===== config.mk =====
export PLATFORM = sky130hd
export DESIGN_NAME = xfer_sequencer
export DESIGN_NICKNAME = d
export VERILOG_FILES = /design/src/rtl/xfer_pkg.sv /design/src/rtl/idx_onehot.sv /design/src/rtl/xfer_sequencer.sv
export SDC_FILE = /design/constraint.sdc
export NUM_CORES = 1
export LEC_CHECK = 0
export CELL_PAD_IN_SITES_DETAIL_PLACEMENT = 0
export CELL_PAD_IN_SITES_GLOBAL_PLACEMENT = 2
export CORE_MARGIN = 2
export CORE_UTILIZATION = 40
export DETAILED_ROUTE_END_ITERATION = 10
export DONT_BUFFER_PORTS = 1
export PLACE_DENSITY = 0.79
export RECOVER_POWER = 100
export REMOVE_ABC_BUFFERS = 1
export SYNTH_ARGS = -nofsm -noshare
export SYNTH_HDL_FRONTEND = slang
export SYNTH_SLANG_ARGS = --single-unit

===== constraint.sdc =====
create_clock -name CLK -period 2.1 [get_ports CLK]
set_input_delay 0.42 -clock CLK [delete_from_list [all_inputs] [get_ports CLK]]
set_output_delay 0.42 -clock CLK [all_outputs]
set_load 0.03 [all_outputs]

===== src/rtl/xfer_pkg.sv =====
// Shared definitions for the register-transfer strobe sequencer:
// command opcodes, sequencer states and settle-count bounds.
package xfer_pkg;

   // Command opcodes; the remaining encodings are reserved and get rejected.
   localparam logic [1:0] OP_MOVE  = 2'd0;
   localparam logic [1:0] OP_CLEAR = 2'd1;

   // Bus settle time, in cycles, before the latch edge.
   localparam int SETTLE_MIN = 1;
   localparam int SETTLE_MAX = 15;
   localparam int CNT_W      = 4;

   typedef enum logic [2:0] {
      S_IDLE,
      S_DRIVE,
      S_LATCH,
      S_RELEASE,
      S_CLEAR,
      S_DONE
   } state_t;

   // Counter load value for the DRIVE phase. Out-of-range settings are
   // clamped so the strobe sequence always keeps its order.
   function automatic logic [CNT_W-1:0] settle_load(input int settle);
      int s;
      s = settle;
      if (s < SETTLE_MIN) s = SETTLE_MIN;
      if (s > SETTLE_MAX) s = SETTLE_MAX;
      return CNT_W'(s - 1);
   endfunction

endpackage


===== src/rtl/idx_onehot.sv =====
// Register index to one-hot select. Indices that name no register,
// or a deasserted enable, give an all-zero vector.
module idx_onehot #(
   parameter int NREGS = 8,
   parameter int IDXW  = 3
) (
   input  logic [IDXW-1:0]  idx,
   input  logic             en,
   output logic [NREGS-1:0] onehot
);

   // Decode the index into a single select bit.
   always_comb begin
      onehot = '0;
      for (int unsigned i = 0; i < NREGS; i++) begin
         if (en && (32'(idx) == i)) onehot[i] = 1'b1;
      end
   end

endmodule


===== src/rtl/xfer_sequencer.sv =====
// Register-transfer strobe sequencer. Takes one MOVE or CLEAR command at a
// time over req/ack and runs drive -> settle -> latch edge -> release.
// Every strobe comes straight from a flop, since the registers treat
// latch and clear as edge/asynchronous inputs.
module xfer_sequencer
   import xfer_pkg::*;
#(
   parameter int NREGS  = 8,
   parameter int IDXW   = 3,
   parameter int SETTLE = 2
) (
   input  logic             CLK,
   input  logic             RESET,
   input  logic             req,
   input  logic [1:0]       op,
   input  logic [IDXW-1:0]  src,
   input  logic [IDXW-1:0]  dst,
   output logic             ack,
   output logic             err,
   output logic             busy,
   output logic [NREGS-1:0] oe,
   output logic [NREGS-1:0] hold,
   output logic [NREGS-1:0] latch,
   output logic [NREGS-1:0] clr
);

   localparam logic [CNT_W-1:0] SETTLE_LOAD = settle_load(SETTLE);

   state_t           state;
   logic [CNT_W-1:0] cnt;
   logic [IDXW-1:0]  src_q;
   logic [IDXW-1:0]  dst_q;

   logic [IDXW-1:0]  src_sel;
   logic [IDXW-1:0]  dst_sel;
   logic             src_en;
   logic [NREGS-1:0] src_oh;
   logic [NREGS-1:0] dst_oh;
   logic             src_in;
   logic             dst_in;
   logic             cmd_ok;

   // Decode the live command fields while idle and the captured ones
   // afterwards, so the accept edge already loads the first strobe pattern.
   always_comb begin
      src_sel = (state == S_IDLE) ? src : src_q;
      dst_sel = (state == S_IDLE) ? dst : dst_q;
      src_en  = (state != S_IDLE) || (op == OP_MOVE);
   end

   idx_onehot #(
      .NREGS (NREGS),
      .IDXW  (IDXW)
   ) u_src_oh (
      .idx    (src_sel),
      .en     (src_en),
      .onehot (src_oh)
   );

   idx_onehot #(
      .NREGS (NREGS),
      .IDXW  (IDXW)
   ) u_dst_oh (
      .idx    (dst_sel),
      .en     (1'b1),
      .onehot (dst_oh)
   );

   // Command validity check on the live fields at the accept edge.
   always_comb begin
      src_in = 32'(src) < 32'(NREGS);
      dst_in = 32'(dst) < 32'(NREGS);
      cmd_ok = 1'b0;
      if (op == OP_MOVE)  cmd_ok = src_in && dst_in && (src != dst);
      if (op == OP_CLEAR) cmd_ok = dst_in;
   end

   // Sequencer state and registered strobes. Each transition loads the
   // strobe pattern of the state it enters, so outputs track state exactly.
   always_ff @(posedge CLK or posedge RESET) begin
      if (RESET) begin
         state <= S_IDLE;
         cnt   <= '0;
         src_q <= '0;
         dst_q <= '0;
         ack   <= 1'b0;
         err   <= 1'b0;
         busy  <= 1'b0;
         oe    <= '0;
         hold  <= '1;
         latch <= '0;
         clr   <= '0;
      end else begin
         unique case (state)
            S_IDLE: begin
               ack <= 1'b0;
               err <= 1'b0;
               if (req) begin
                  src_q <= src;
                  dst_q <= dst;
                  busy  <= 1'b1;
                  if (!cmd_ok) begin
                     state <= S_DONE;
                     ack   <= 1'b1;
                     err   <= 1'b1;
                  end else if (op == OP_MOVE) begin
                     state <= S_DRIVE;
                     cnt   <= SETTLE_LOAD;
                     oe    <= src_oh;
                     hold  <= ~dst_oh;
                  end else begin
                     state <= S_CLEAR;
                     clr   <= dst_oh;
                  end
               end
            end
            S_DRIVE: begin
               if (cnt != '0) begin
                  cnt <= cnt - 1'b1;
               end else begin
                  state <= S_LATCH;
                  latch <= dst_oh;
               end
            end
            S_LATCH: begin
               state <= S_RELEASE;
               latch <= '0;
               hold  <= '1;
            end
            S_RELEASE: begin
               state <= S_DONE;
               oe    <= '0;
               ack   <= 1'b1;
            end
            S_CLEAR: begin
               state <= S_DONE;
               clr   <= '0;
               ack   <= 1'b1;
            end
            S_DONE: begin
               state <= S_IDLE;
               ack   <= 1'b0;
               err   <= 1'b0;
               busy  <= 1'b0;
            end
            default: begin
               state <= S_IDLE;
               ack   <= 1'b0;
               err   <= 1'b0;
               busy  <= 1'b0;
               oe    <= '0;
               hold  <= '1;
               latch <= '0;
               clr   <= '0;
            end
         endcase
      end
   end

endmodule


; Word-level counts from Yosys, hierarchy flattened
; Index checks and enable logic that the tools add are counted.
[classes]
bitwise_logic = 6
order_cmp = 0
n_eq_ne = 27
mul = 0
div = 0
shifts = 0
add_sub_neg = 1
n_mux = 50
reduce_logical = 31
[ops]
columns = cell, count
row1 = two-way mux 8 bit, 10
row2 = case mux 8 bit (2 select lines), 4
row3 = "== test 3 bit, second input constant", 10
row4 = two-way mux 1 bit, 21
row5 = OR reduction 4 bit, 5
row6 = "== test 3 x 2 -> 1 bit, second input constant", 6
row7 = two-way mux 3 bit, 6
row8 = two-way mux 4 bit, 4
row9 = case mux 3 bit (4 select lines), 1
row10 = AND reduction 4 bit, 3
row11 = "inequality test 2 bit, second input constant", 5
row12 = "== test 3 x 1 -> 1 bit, second input constant", 3
row13 = logical NOT 3 bit, 3
row14 = logical AND 1 bit, 8
row15 = inverter 8 bit, 1
row16 = case mux 4 bit (2 select lines), 1
row17 = AND reduction 2 bit, 4
row18 = inverter 1 bit, 5
row19 = AND reduction 5 bit, 1
row20 = case mux 1 bit (2 select lines), 2
row21 = nonzero test 4 bit, 1
row22 = OR reduction 2 bit, 2
row23 = "subtractor 4 x 1 -> 4 bit, second input constant", 1
row24 = inequality test 3 bit, 1
row25 = 7 further kinds, 7
[totals]
elab_cells = 126
ramBits = 0
n_memories = 0
reg_bits = 48
latchBits = 0
out_inout_bits = 35
rom_bits = 0

; Logic depth before layout (Yosys ltp)
[logic_depth]
depth_word = 9
mapped_depth = 6
ltp_nobuf = 6

; Cells and area by module
; Synthesis repeated with hierarchy kept, for this count alone.
[hier_totals]
cells_unflattened = 219
area_unflattened_um2 = 2427.3
[modules_own_cells]
columns = mod, n_inst, cells_each, area_each_um2, seq_area_each_um2
row1 = xfer_sequencer, 1, 203, 2234.6, 1211.2
row2 = idx_onehot, 2, 8, 96.3, 0.0

; Least setup slack after synthesis
; Ideal clock, no wire load.
[synth_timing]
path_kind = reg2reg
startpoint = register state[2]
endpoint = register oe[0]
stages_incl_launch_ff = 5
required_time_ns = 1.975
period_less_slack_ns = 1.771
n_path_buf = 1
setup_slack_ns = 0.329
t_arrival_ns = 1.647
setup_ns = 0.125
path_cell_list = dfrtp_1 -> or4b_1 -> buf_6 -> o21ai_4 -> mux2_2
[synth_via]
elab_chain_cells = 9
word_cells_on_any_way = 21
cone_classes = 7 x eq/ne / 6 x mux / 1 x bitwise / 7 x reduce/logical
[synth_rtl]
columns = element, line_no
row1 = "start, declared", xfer_sequencer.sv:29  ; state_t state;
row2 = "start signal, assigned", xfer_sequencer.sv:82  ; state <= S_IDLE;
row3 = "start signal, assigned", xfer_sequencer.sv:103  ; state <= S_DONE;
row4 = "start signal, assigned", xfer_sequencer.sv:107  ; state <= S_DRIVE;
row5 = logical NOT 3 bit, "xfer_sequencer.sv:46, xfer_sequencer.sv:94"
row6 = two-way mux 3 bit, xfer_sequencer.sv:46  ; src_sel = (state == S_IDLE) ? src : src_q;
row7 = logical NOT 3 bit, idx_onehot.sv:16  ; if (en && (32'(idx) == i)) onehot[i] = 1'b1;
row8 = logical AND 1 bit, idx_onehot.sv:16
row9 = two-way mux 1 bit, idx_onehot.sv:16
row10 = two-way mux 8 bit, xfer_sequencer.sv:106  ; end else if (op == OP_MOVE) begin
row11 = two-way mux 8 bit, xfer_sequencer.sv:102  ; if (!cmd_ok) begin
row12 = two-way mux 8 bit, xfer_sequencer.sv:98  ; if (req) begin
row13 = case mux 8 bit (2 select lines), xfer_sequencer.sv:94  ; unique case (state)
row14 = "end signal, assigned", xfer_sequencer.sv:109  ; oe <= src_oh;
row15 = "end, declared", xfer_sequencer.sv:21  ; output logic [NREGS-1:0] oe,
; Parallel ways exist; a longest one is shown, timed or not. The select of a mux whose other input is x is not followed.
; A chain may end at the register's enable or synchronous reset.

; Worst setup path after layout
[layout_timing]
startpoint = register cnt[0]
endpoint = register cnt[1]
[layout_via]
elab_chain_cells = 3
word_cells_on_any_way = 6
cone_classes = 1 x add/sub / 1 x eq/ne / 2 x mux / 2 x reduce/logical
[layout_rtl]
columns = element, line_no
row1 = "start, declared", xfer_sequencer.sv:30  ; logic [CNT_W-1:0] cnt;
row2 = "start signal, assigned", xfer_sequencer.sv:119  ; cnt <= cnt - 1'b1;
row3 = subtractor 4 x 1 -> 4 bit / nonzero test 4 bit (equally long branches), "xfer_sequencer.sv:119, xfer_sequencer.sv:118"
row4 = two-way mux 4 bit / inequality test 2 bit (equally long branches), n/a
row5 = case mux 4 bit (2 select lines) / AND reduction 5 bit (equally long branches), n/a
; Parallel ways exist; a longest one is shown, timed or not. The select of a mux whose other input is x is not followed.

==> flow_metrics.py <==
metrics = {
    "routing": {
        "antenna_left": 0,
        "firstDrtPassIters": 4,
        "finalWirelength_mm": 4.64,
        "vias": 1503,
        "routed_via_density": 5.47,
        "drc": 0,
        "drt_first_iter_violations": 100,
        "wire_per_inst_um": 16.9,
    },
    "yosys": {
        "yosysTopAreaCellShare": 0.417,
        "synth_cell_types": 50,
        "synth_flop_cell": "dfrtp_1",
        "synth-seq-cells": 45,
        "netlist_top_cells_area": "dfrtp_1 42%, dfstp_2 9.5%, mux2_2 9.1%",
        "synthCells": 199,
        "syn_area_um2": 2220,
        "synth.largest_area_cell": "dfrtp_1",
        "seq_area_frac_synth": 0.511,
        "yosysWarnings": 0,
        "synth_edf_count": 0,
        "avgSynthCellArea_um2": 11.2,
        "async_reset_ff_frac": 1.00,
    },
    "timing": {
        "finalSetupViolCount": 0,
        "rsz0062_at_grt": "false",
        "post-route-period-util": 0.946,
        "setup_tns_ns": 0,
        "fmax_ghz": 0.503,
        "slew_viol_final": 0,
        "fin_crit_ns": 1.99,
        "hold_viol": 0,
        "worst_slew_pin_slew_ns": 1.26,
        "finClkSkew_ns": 0.00508,
        "maxSlewHeadroom": 0.160,
    },
    "clock_tree": {
        "post-cts-setup-buffers": 0,
        "cts_resized": 0,
        "cts_tree": "yes",
        "root_buffer": "clkbuf_8",
        "htree_num_levels": 2,
        "clk_path_buf_depth": 2,
        "cts-buffers-inserted": 5,
        "clk-insertion-delay-late_ns": 0.29,
        "holdBufCountCts": 0,
        "path_clk_slew_ns": 0.08,
        "cts.sink_count": 45,
    },
    "finish": {
        "fin_nets": 215,
        "fin_cells": 275,
        "drive_above_1_share": 0.182,
        "areaGrowthSynthToFinish_pct": 5.97,
        "n_antenna_cell": 0,
    },
    "worst_setup_path": {
        "worst_ep_required_time_ns": 2.28,
        "crit_path_end_kind": "register",
        "start_kind": "register",
        "worst_r2r_path_depth": 6,
        "crit_type": "reg -> reg",
        "cp_slowest_cell": "or3b_2",
        "cp_max_fo": 4,
        "critPathArrivalTime_ns": 2.16,
        "max_stage_delay_ns": 0.49,
        "path_cells": "inv_1 > ha_1 > or3b_2 > nand2_1 > a22o_1 > mux2_4",
    },
    "grt": {
        "grt_pass1_vias": 1552,
        "grt_pass1_wl_mm": 7.76,
        "grt_remaining_overflow": 0,
        "grt_max_degree": 35,
        "antenna_found_initial": 0,
        "grt.total_usage": 0.160,
    },
    "floorplan": {
        "die_h_um": 78.5,
        "core-area_um2": 5440,
        "num_io_pins": 46,
        "row_count": 27,
        "start_util": 0.409,
        "die_area_um2": 6170,
        "dieWidth_um": 78.5,
    },
    "power_and_ir_drop": {
        "powerDensity_nw_per_um2": 1350,
        "p_sw_frac": 0.431,
        "power_frac_seq": 0.464,
        "p_sw_mw": 1.37,
        "pwr-share-clk": 0.163,
        "combPwrFrac": 0.373,
        "p_leak_nw": 0.972,
        "max-vdd-ir-drop_mv": 0.515,
        "intPower_mw": 1.81,
    },
    "placed_design": {
        "hpwl_mm": 3.49,
        "place.gp.congestion": 0.795,
        "placed_cells": 267,
        "numPortBuffers": 0,
    },
    "worst_hold_path": {
        "hold_class": "in -> reg",
        "hold-path-cell-count": 2,
    },
    "outcome": {
        "status": "completed",
    },
    "flow_run": {
        "drv_cap": 0,
    },
}
[critical path: cells and delay by family, from the launching register on]
| family | cells | cell delay, ns |
|---|---|---|
| AOI/OAI and AO/OA | 1 | 0.27 |
| adders and majority gates | 1 | 0.15 |
| buffers and inverters | 1 | 0.10 |
| DFF | 1 | 0.41 |
| muxes | 1 | 0.32 |
| and+or+nand+nor | 2 | 0.63 |
[synthesized netlist by cell type, types with 2 or more instances]
cell type / number
clkbuf_2: 2
ha_1: 2
or3_1: 6
or2_2: 2
inv_1: 6
buf_2: 7
a22o_1: 3
nor2_1: 10
mux2_2: 18
dfstp_2: 8
nor3_1: 4
and3_1: 3
dfrtp_1: 37
xor2_1: 3
nor3b_1: 4
nand4b_1: 2
o21ai_0: 13
o22ai_1: 3
nand3_1: 5
nand3b_1: 6
a21oi_1: 4
o2bb2ai_1: 2
a32o_1: 3
nand2b_1: 2
nand2_1: 19
[final timing paths]
path / slack (ns) / to / startpoint
worst max register to register: 0.11 / cnt[1]$_DFFE_PP0P_ / cnt[0]$_DFFE_PP0P_
worst min-delay path: 0.27 / err$_DFFE_PP0N_ / req
min in group asynchronous: 0.36 / latch[2]$_DFFE_PP0P_ / RESET
worst max-delay path: 0.11 / cnt[1]$_DFFE_PP0P_ / cnt[0]$_DFFE_PP0P_
max in group asynchronous: 0.60 / cnt[3]$_DFFE_PP0P_ / RESET
worst min register to register: 0.53 / cnt[0]$_DFFE_PP0P_ / cnt[0]$_DFFE_PP0P_
[metrics by stage]
stage / setup slack, ns / util / hold WS [ns] / total power [mW] / area [um2]
after global placement: 0.227 / 0.424 / 0.491 / 2.68 / 2300
after global routing: 0.0282 / 0.433 / 0.268 / 3.41 / 2350
after detailed placement: 0.169 / 0.424 / 0.505 / 2.73 / 2300
final: 0.113 / 0.433 / 0.267 / 3.17 / 2350
after CTS: 0.158 / 0.439 / 0.208 / 3.26 / 2390
after floorplan: 0.163 / - / 0.472 / 2.36 / 2160
[placed cells by master (no fill, tap or decap), types with 4 or more instances in the layout]
master | Yosys | layout
dfrtp_1 | 37 | 37
nand2_1 | 19 | 19
mux2_2 | 18 | 18
o21ai_0 | 13 | 13
nor2_1 | 10 | 10
dfstp_1 | 0 | 8
or3_1 | 6 | 6
inv_1 | 6 | 6
nand3b_1 | 6 | 6
nand3_1 | 5 | 5
clkbuf_8 | 0 | 5
clkbuf_1 | 1 | 5
nor3b_1 | 4 | 4
a22o_1 | 3 | 4
a21oi_1 | 4 | 4
nor3_1 | 4 | 4
buf_4 | 0 | 4
[power groups by stage]
stage | sequential (mW) | combinational, mW | clock (mW)
after floorplan | 1.50 | 0.864 | 0
after global placement | 1.49 | 1.19 | 0
after detailed placement | 1.50 | 1.23 | 0
after CTS | 1.48 | 1.23 | 0.539
after global routing | 1.50 | 1.33 | 0.578
final | 1.47 | 1.18 | 0.517
[cell type report]
class | count | area, um2
Tap cell | 72 | 90.1
Inverter | 6 | 22.5
Sequential cell | 45 | 1140
Fill cell | 517 | 3080
Clock buffer | 7 | 76.3
Clock inverter | 1 | 7.51
Multi-Input combinational cell | 137 | 981
Timing Repair Buffer | 7 | 41.3
[cell families after synthesis]
| family | Yosys count | synth area share |
|---|---|---|
| buffers and inverters | 17 | 0.0372 |
| AND/OR/NAND/NOR | 70 | 0.175 |
| XOR/XNOR | 4 | 0.0158 |
| AO/OA/AOI/OAI | 41 | 0.147 |
| adder cells (fa/ha/maj) | 2 | 0.0113 |
| flip-flops | 45 | 0.511 |
| multiplexers | 20 | 0.103 |
[per-layer routing]
metal  vias up  track usage  wire [um]
met5         -            0          0
met4         0       0.0368         15
met3         2       0.0529        276
met2        40        0.262       2340
met1       736        0.206       2020
li1        725            -          -
[flip-flops by register name, summed over array words and instances, names as in the netlist]
| register | cells |
|---|---|
| oe | 8 |
| clr | 8 |
| err | 1 |
| ack | 1 |
| latch | 8 |
| cnt | 4 |
| hold | 8 |
| dst_q | 3 |
| state | 3 |
| busy | 1 |
No activity file was read; power rests on OpenSTA's default activity.
